File: src/rtl/seq_det_ctrl.sv
`default_nettype none
// +--------------------------------------------------------------------------+
// | Module   : seq_det_ctrl                                                  |
// | Brief    : programmable serial sequence detector with match counter      |
// | Revision : 1.0 - initial release                                         |
// +--------------------------------------------------------------------------+
module seq_det_ctrl #(
   parameter int PAT_W = 4,
   parameter int LEN_W = 3,
   parameter int CNT_W = 8
) (
   input  logic             clk,
   input  logic             rst,
   input  logic             cfg_valid,
   output logic             cfg_ready,
   input  logic [PAT_W-1:0] cfg_pattern,
   input  logic [LEN_W-1:0] cfg_len,
   input  logic             cfg_overlap,
   input  logic [CNT_W-1:0] cfg_target,
   output logic             cfg_err,
   input  logic             start,
   input  logic             abort,
   input  logic             in_valid,
   input  logic             in,
   output logic             match,
   output logic [CNT_W-1:0] match_cnt,
   output logic             busy,
   output logic             done
);

   localparam logic [1:0] c_IDLE = 2'd0;
   localparam logic [1:0] c_CFGD = 2'd1;
   localparam logic [1:0] c_RUN  = 2'd2;
   localparam logic [1:0] c_DONE = 2'd3;

   logic [1:0]       r_state, w_state_n;
   logic [PAT_W-1:0] r_pat, r_hist, w_hist_n, w_mask;
   logic [LEN_W-1:0] r_len, r_fill, w_fill_inc;
   logic             r_ovl;
   logic [CNT_W-1:0] r_tgt, r_cnt;
   logic [CNT_W:0]   w_cnt_inc;
   logic             r_match, r_err, r_busy, r_done;
   logic             w_match_n, w_err_n, w_busy_n, w_done_n;
   logic             w_cfg_fire, w_len_ok, w_in_run, w_hit, w_last, w_run_entry;

   assign cfg_ready  = ((r_state == c_IDLE) || (r_state == c_DONE)) && !abort;
   assign w_cfg_fire = cfg_valid && cfg_ready;
   assign w_len_ok   = (cfg_len != '0) && (cfg_len <= LEN_W'(PAT_W));
   assign w_in_run   = (r_state == c_RUN) && in_valid && !abort;

   // Only the low r_len bits of history and pattern take part in the compare.
   for (genvar i = 0; i < PAT_W; i++) begin : g_mask
      assign w_mask[i] = (LEN_W'(i) < r_len);
   end

   assign w_hist_n    = {r_hist[PAT_W-2:0], in};
   assign w_fill_inc  = (r_fill >= LEN_W'(PAT_W)) ? LEN_W'(PAT_W) : r_fill + 1'b1;
   assign w_hit       = (w_fill_inc >= r_len) && ((w_hist_n & w_mask) == (r_pat & w_mask));
   assign w_cnt_inc   = {1'b0, r_cnt} + 1'b1;
   assign w_last      = (r_tgt != '0) && (w_cnt_inc == {1'b0, r_tgt});
   assign w_run_entry = (r_state != c_RUN) && (w_state_n == c_RUN);

   always_ff @(posedge clk or posedge rst) begin
      if (rst) r_state <= c_IDLE;
      else     r_state <= w_state_n;
   end

   always_comb begin
      w_state_n = r_state;
      if (abort) begin
         w_state_n = c_IDLE;
      end else begin
         case (r_state)
            c_IDLE: if (w_cfg_fire && w_len_ok) w_state_n = c_CFGD;
            c_CFGD: if (start) w_state_n = c_RUN;
            c_RUN:  if (w_in_run && w_hit && w_last) w_state_n = c_DONE;
            c_DONE: begin
               // A configuration offered together with start takes precedence.
               if (w_cfg_fire) begin
                  if (w_len_ok) w_state_n = c_CFGD;
               end else if (start) begin
                  w_state_n = c_RUN;
               end
            end
            default: w_state_n = c_IDLE;
         endcase
      end
   end

   always_comb begin
      w_match_n = w_in_run && w_hit;
      w_err_n   = w_cfg_fire && !w_len_ok;
      w_busy_n  = (w_state_n == c_RUN);
      w_done_n  = (w_state_n == c_DONE);
   end

   always_ff @(posedge clk or posedge rst) begin
      if (rst) begin
         r_match <= 1'b0;
         r_err   <= 1'b0;
         r_busy  <= 1'b0;
         r_done  <= 1'b0;
         r_pat   <= '0;
         r_len   <= '0;
         r_ovl   <= 1'b0;
         r_tgt   <= '0;
         r_hist  <= '0;
         r_fill  <= '0;
         r_cnt   <= '0;
      end else begin
         r_match <= w_match_n;
         r_err   <= w_err_n;
         r_busy  <= w_busy_n;
         r_done  <= w_done_n;
         if (w_cfg_fire && w_len_ok) begin
            r_pat  <= cfg_pattern;
            r_len  <= cfg_len;
            r_ovl  <= cfg_overlap;
            r_tgt  <= cfg_target;
            r_hist <= '0;
            r_fill <= '0;
         end
         if (w_run_entry) begin
            r_hist <= '0;
            r_fill <= '0;
            r_cnt  <= '0;
         end
         if (w_in_run) begin
            r_hist <= w_hist_n;
            r_fill <= (w_hit && !r_ovl) ? '0 : w_fill_inc;
            if (w_hit && (r_cnt != '1)) r_cnt <= w_cnt_inc[CNT_W-1:0];
         end
      end
   end

   assign match     = r_match;
   assign cfg_err   = r_err;
   assign busy      = r_busy;
   assign done      = r_done;
   assign match_cnt = r_cnt;

endmodule
`default_nettype wire
File: config.mk
export PLATFORM = sky130hd
export DESIGN_NAME = seq_det_ctrl
export DESIGN_NICKNAME = d
export VERILOG_FILES = /design/src/rtl/seq_det_ctrl.sv
export SDC_FILE = /design/constraint.sdc
export NUM_CORES = 1
export LEC_CHECK = 0
export ABC_AREA = 1
export BUFFER_PORTS_ARGS = -buffer_cell sky130_fd_sc_hd__buf_2
export CORE_MARGIN = 5
export CORE_UTILIZATION = 49
export CTS_CLUSTER_SIZE = 40
export DETAILED_ROUTE_END_ITERATION = 8
export GPL_ROUTABILITY_DRIVEN = 0
export GPL_TIMING_DRIVEN = 1
export PLACE_DENSITY = 0.76
export SLEW_MARGIN = 20
export SYNTH_ARGS = -nofsm -noshare
export SYNTH_HDL_FRONTEND = slang
export SYNTH_SLANG_ARGS = --single-unit
export TNS_END_PERCENT = 5
File: constraint.sdc
create_clock -name clk -period 4.25 [get_ports clk]
set_input_delay 0.6375 -clock clk [delete_from_list [all_inputs] [get_ports clk]]
set_output_delay 0.6375 -clock clk [all_outputs]
set_load 0.03 [all_outputs]
==> results by group, run 1 <==
Logic synthesis
  • Synth area leaders: dfrtp_1 42%, nand2_1 18%, nand3_1 7.9%
  • Synth Area in Simple Gates: 35.3%
  • Post-synthesis adder-cell area fraction: 5.81%
  • Ys async rst share: 100%
  • Cells after Synth: 301
  • Yosys top cell by area: dfrtp_1
  • Register area share after synthesis: 41.8%
  • Primary FF master, synth: dfrtp_1
  • Main combinational cell family by area after synthesis: simple AND/OR/NAND/NOR gates
  • Number of flops mapped to enable cells by yosys: 0
  • Synth Area in Compound Gates: 6.68%
  • Synth warnings: 0
  • Avg Inst Size Synth: 7.15 um^2
  • XOR/XNOR Fraction of Synth Area: 0.813%
  • Mapped cell area: 2150 um^2
  • Post-synthesis cell type count: 27
  • Top cell type's share of synthesized area: 41.8%
  • Mux share of post-synthesis cell area: 0%
  • Syn_nets: 334
  • Synthesized flop and latch total: 36

Worst setup path
  • Cell repeated most along the worst path: nand2_1
  • Crit end category: flop
  • Critical Path AT: 2.79 ns
  • Req. time, crit path: 4.47 ns
  • CP startpoint kind: flop
  • R2R depth: 15
  • Crit path max fanout: 32
  • Max stage delay on crit path: 0.42 ns
  • Slowest CP cell: inv_2
  • Critical-path cell list: inv_1 > ha_1 > nor2_1 > nand2_1 > inv_2 > nand2_1 > inv_2 > o22ai_1 > nand2_1 > nand3_1 > inv_1 > nor2_8 > nand3_4 > nand3_1 > nand2_1
  • Crit Path Class: flop to flop

Clocking
  • Root Driver: clkbuf_8
  • TritonCTS clock tree: built
  • Clock Tree Buf Depth: 2
  • H-tree depth: 2
  • Worst-Skew Late Latency: 0.28 ns
  • Clk slew on worst S/H paths: 0.07 ns
  • CTS Sinks: 36
  • Postcts setup bufs: 0
  • Post_cts resized: 0
  • Total CTS buffers: 5
  • Hold buffers post-CTS: 0

Global routing
  • First-pass GRT wire length: 7940 um
  • Number of global-route vias before repair: 1,824
  • Largest net degree at the start of global routing: 37
  • Initial antenna violation count: 0
  • Overflow after GRT: 0
  • Gr usage total: 16.3%

Timing
  • RSZ-0062 raised after global routing: false
  • Final setup fails: 0
  • Final Max Slew Viols: 0
  • Setup_tns: 0 ns
  • Slew headroom: 68.9%
  • Clock skew: 0.00269 ns
  • Worst-Margin Slew: 0.466 ns
  • F_max: 389 MHz
  • Clock period minus worst slack: 2.57 ns
  • Period utilisation layout: 60.6%
  • Hold Fails Final Rpt: 0

Detailed routing
  • First-iteration detailed-routing DRC count: 146
  • WL/cell: 11.7 um
  • Vias: 1,917
  • Met2 wire len: 2150 um
  • Wl on met1: 2160 um
  • Top layer in use: met4
  • Via-to-Cell Ratio: 4.89
  • Met3 wire len: 211 um
  • Routed WL: 4570 um
  • Drt drc: 0
  • Detailed Routing Iterations Pass 1: 4
  • Final ANT Viol Nets: 0

Placement
  • DP Area: 2380 um^2
  • Final HPWL DP: 3540 um
  • IO Port Bufs: 35

Final layout
  • Ant diodes: 0
  • Layout cells sized above 1: 16.8%
  • Area Growth Syn to Fin: 14.9%
  • Final Cell Area: 2470 um^2
  • FILL cells: 409
  • Fin nets: 373
  • Core Util, Final: 57.6%

Pwr
  • Tot Pwr: 0.00140 W
  • Lkg Pwr: 1.41 nW
  • Pwr dens: 566 nW/um^2
  • Worst vdd ir: 0.314 mV

Die
  • Die height: 76.3 um
  • Rows: 24
  • Starting density of the core: 50.1%
  • DIE AREA: 5820 um^2
  • Num ports: 36
  • Core area: 4290 um^2
  • Die Width: 76.3 um

Hold path
  • Hold/Removal Path Class: input pin to asynchronous set/reset pin

Outcome
  • Outcome: completed

Job
  • Max-Cap Viols: 0
per-stage QoR:
stage | hold slack (ns) | instances | setup WS [ns]
floorplan | 0.469 | 301 | 1.83
global placement | 0.495 | 385 | 1.55
detailed placement | 0.510 | 385 | 1.53
CTS | 0.464 | 392 | 1.65
global route | 0.494 | 392 | 1.34
finish | 0.450 | 392 | 1.68
kinds of logic after synthesis:
kind of cell               after synthesis
AOI/OAI and AO/OA                       27
adders and majority gates               10
buffers and inverters                   53
xor gates and xnor gates                 2
DFF                                     36
and+or+nand+nor                        173
cell usage after synthesis (2+ instances only):
library cell,n
nand2_2,5
inv_2,3
nand3_1,34
nor2_1,24
inv_1,45
nand2_1,102
o21bai_1,2
a21oi_1,4
clkbuf_1,3
dfrtp_1,36
o21ai_0,18
ha_1,10
per-layer routing:
| layer | vias up | track usage, % |
|---|---|---|
| met2 | 39 | 27.1 |
| met3 | 5 | 4.37 |
| li1 | 1006 | - |
| met4 | 0 | 4.20 |
| met5 | - | 0 |
| met1 | 867 | 21.0 |
state kept, by name (all words and copies together) (netlist names), 2 cells and up:
| name | flops |
|---|---|
| r_len | 3 |
| r_hist | 3 |
| r_tgt | 8 |
| match_cnt | 8 |
| r_fill | 3 |
| r_state | 2 |
| r_pat | 4 |
power breakdown:
group	internal, W	switching (W)	total, W
sequential	0.000448	0.0000753	0.000523
combinational	0.000219	0.000402	0.000621
clock	0.000144	0.000113	0.000258
total	0.000810	0.000591	0.00140
cell usage in the layout, fill, tap and decap left out:
master and instances:
nand2_1 102, inv_1 45, dfrtp_1 36, buf_2 35, nand3_1 34, nor2_1 24
o21ai_0 18, ha_1 10, clkbuf_8 7, nand2_2 5, a21oi_1 4, inv_2 3
o21bai_1 2, xor2_1 1, nand3_2 1, clkinv_1 1, nor2_4 1, nor2_2 1
o21ai_1 1, nand3b_1 1, and3_1 1, xnor2_1 1, a211oi_1 1, o22ai_1 1
nor2_8 1, nand3_4 1, or2_2 1, buf_4 1
cell type report:
cell class | instances | area, um^2 | share of cell area, %
multi-input combinational | 212 | 1050 | 42.3
sequential | 36 | 901 | 36.4
inverter | 49 | 184 | 7.43
timing repair buffer | 36 | 183 | 7.38
clock buffer | 7 | 96.3 | 3.89
tap | 52 | 65.1 | 2.63
final timing paths:
kind	start	endpoint	slack, ns
min in group clk	r_hist[1]	r_hist[2]	0.53
max in group asynchronous	rst	r_len[0]	3.47
hold / removal	rst	match_cnt[7]	0.45
hold reg to reg	r_hist[1]	r_hist[2]	0.53
setup / recovery	r_state[0]	r_hist[0]	1.68
setup reg to reg	r_state[0]	r_hist[0]	1.68
critical path, delay by kind of cell, from the launching register on:
kind                     cells  cell delay (ns)
flip-flops                   1             0.40
AO/OA/AOI/OAI                1             0.14
AND/OR/NAND/NOR              9             0.92
buffers and inverters        4             0.79
adder cells (fa/ha/maj)      1             0.25
No activity file was read; power rests on OpenSTA's default activity.
==> run 2: changes to the inputs <==
Clock period 4.25 ns to 2.5 ns, I/O delays scaled along.
==> run 2 against run 1 <==
  * Via count is 2.3% higher
  * Final area is 7.1% higher
  * Worst hold slack worse by 0.27 ns
  * Die area stayed put
  * Sequential share of layout area is 2.4 points lower
  * First-iteration DRC count is 12% lower
  * Sequential cell count stayed put
  * Combinational power is 110% higher
  * Clock power is 75% higher
  * Critical path depth is 1 higher
  * Count of clock-buffer cells in the layout stayed put
  * Global-route usage is 0.35 points lower
  * Largest cell class unchanged
  * Largest power group unchanged
==> results by group, run 2 (synthesized netlist as in run 1, its figures left out) <==
Final layout
  • FILL cells: 391
  • Fin nets: 382
  • Area Growth Syn to Fin: 23.1%
  • Finished Layout Cells: 401
  • Seq. cell area: 901 um^2
  • Commonest non-fill, non-tap cell in the layout: nand2_1
  • Layout cells sized above 1: 24.1%
  • Area of the multi-input gates: 1160 um^2
  • Most frequent cells in the layout: 100 x nand2_1, 42 x inv_1, 36 x dfrtp_1
  • Ant diodes: 0

Clocking
  • Clk slew on worst S/H paths: 0.07 ns
  • Worst-Skew Late Latency: 0.29 ns
  • Total CTS buffers: 5
  • Root Driver: clkbuf_8
  • H-tree depth: 2
  • Hold buffers post-CTS: 0
  • TritonCTS clock tree: built
  • Clock Tree Buf Depth: 2
  • CTS Sinks: 36

Pwr
  • Worst vdd ir: 0.626 mV
  • Sequential power share: 33.9%
  • Clk network pwr share: 17.2%
  • Switching Share: 43.3%
  • Lkg Pwr: 1.46 nW
  • Comb pwr share: 49.0%
  • Internal: 0.00149 W
  • Pwr dens: 991 nW/um^2
  • Switch Pwr: 0.00114 W

Worst setup path
  • Req. time, crit path: 2.72 ns
  • Critical-path cell list: ha_2 > or2_4 > ha_4 > and3_1 > nor2_1 > nor2_1 > nand3_1 > nor2_1 > nand3_1 > nand2_1 > nand2_1 > nand2_2 > nand2_4 > nand3_4 > nand3_2 > nand2_2
  • Crit path launch: r_fill[1]
  • Worst R2R Start: r_fill[1]
  • Max stage delay on crit path: 0.41 ns
  • Crit path max fanout: 7
  • R2r setup slk: 0.12 ns
  • Crit end category: flop
  • Crit Path Class: flop to flop
  • Cell repeated most along the worst path: nor2_1
  • CP startpoint kind: flop
  • Critical Path AT: 2.61 ns
  • Slowest CP cell: dfrtp_1

Timing
  • Final setup fails: 0
  • Clock skew: 0.00807 ns
  • Setup_tns: 0 ns
  • Clock period minus worst slack: 2.38 ns
  • Final Max Slew Viols: 0
  • Worst-Margin Slew: 0.511 ns
  • Slew headroom: 65.8%
  • F_max: 420 MHz
  • Hold Fails Final Rpt: 0
  • Period utilisation layout: 95.3%

Die
  • DIE AREA: 5820 um^2
  • Die height: 76.3 um
  • Core area: 4290 um^2
  • Starting density of the core: 50.1%
  • Num ports: 36
  • Die Width: 76.3 um
  • Rows: 24

Global routing
  • Overflow after GRT: 0
  • Number of global-route vias before repair: 1,799
  • Gr usage total: 16.0%
  • Largest net degree at the start of global routing: 37
  • Initial antenna violation count: 0
  • First-pass GRT wire length: 7820 um

Outcome
  • Outcome: completed

Detailed routing
  • Routed WL: 4820 um
  • WL/cell: 12.0 um
  • Final ANT Viol Nets: 0
  • Vias: 1,962
  • Detailed Routing Iterations Pass 1: 4
  • Drt drc: 0
  • First-iteration detailed-routing DRC count: 129
  • Via-to-Cell Ratio: 4.89

Placement
  • IO Port Bufs: 35
  • Final HPWL DP: 3410 um
  • DP Cell Count: 388

Hold path
  • Hold/Removal Path Class: input pin to asynchronous set/reset pin

Job
  • Max-Cap Viols: 0
run 2: cell count changes in the layout (fill, tap and decap cells not counted), moves of 2 or more:
cell,before,now
buf_4,1,9
nand3_1,34,27
nand3_2,1,8
ha_1,10,6
ha_4,0,3
inv_1,45,42
inv_2,3,6
nand2_1,102,100
run 2: final cells by class:
class / count / share of cell area, %
multi-input combinational: 213 / 43.8
sequential: 36 / 34.0
timing repair buffer: 44 / 9.16
inverter: 49 / 6.94
clock buffer: 7 / 3.63
tap: 52 / 2.45
run 2: layer usage:
metal	global-route usage [%]	part of all wire, %
met3	4.14	6.5
met5	0	0
met1	20.9	46
met2	26.2	46
met4	4.37	1.5
run 2: path summary, 6_finish.rpt:
kind	to	depth (start not counted)
worst min-delay path	match	3
worst min register to register	r_pat[2]	2
max in group asynchronous	match_cnt[0]	3
worst max register to register	match_cnt[0]	16
min in group clk	r_pat[2]	3
worst max-delay path	match_cnt[0]	16
run 2: power groups by stage:
stage | combinational, W | sequential (W) | clock [W]
after floorplan | 0.000819 | 0.000912 | 0
after global placement | 0.00106 | 0.000889 | 0
after detailed placement | 0.00108 | 0.000895 | 0
after CTS | 0.00109 | 0.000885 | 0.000456
after global routing | 0.00144 | 0.000912 | 0.000484
final | 0.00129 | 0.000891 | 0.000451
run 2: per-stage QoR:
| stage | power [W] | cell area, um^2 | hold slack, ns | setup WS (ns) | utilization (%) |
|---|---|---|---|---|---|
| after global routing | 0.00284 | 2650 | 0.241 | -0.0346 | 61.7 |
| after floorplan | 0.00173 | 2150 | 0.469 | 0.0777 | - |
| after detailed placement | 0.00198 | 2400 | 0.506 | 0.0460 | 55.9 |
| after CTS | 0.00243 | 2500 | 0.203 | 0.0361 | 58.2 |
| final | 0.00263 | 2650 | 0.178 | 0.117 | 61.7 |
| after global placement | 0.00195 | 2400 | 0.500 | 0.125 | 55.9 |
run 2: critical path: cells and delay by family (launching register included):
| kind | cells | cell delay, ns |
|---|---|---|
| DFF | 1 | 0.41 |
| adders and majority gates | 2 | 0.47 |
| and+or+nand+nor | 14 | 1.44 |
run 2: timing repair:
| action | 4_1_cts | 5_1_grt |
|---|---|---|
| setup buffers | 0 | 5 |
| setup endpoints to repair | 0 | 14 |
| gates resized for setup | 0 | 22 |
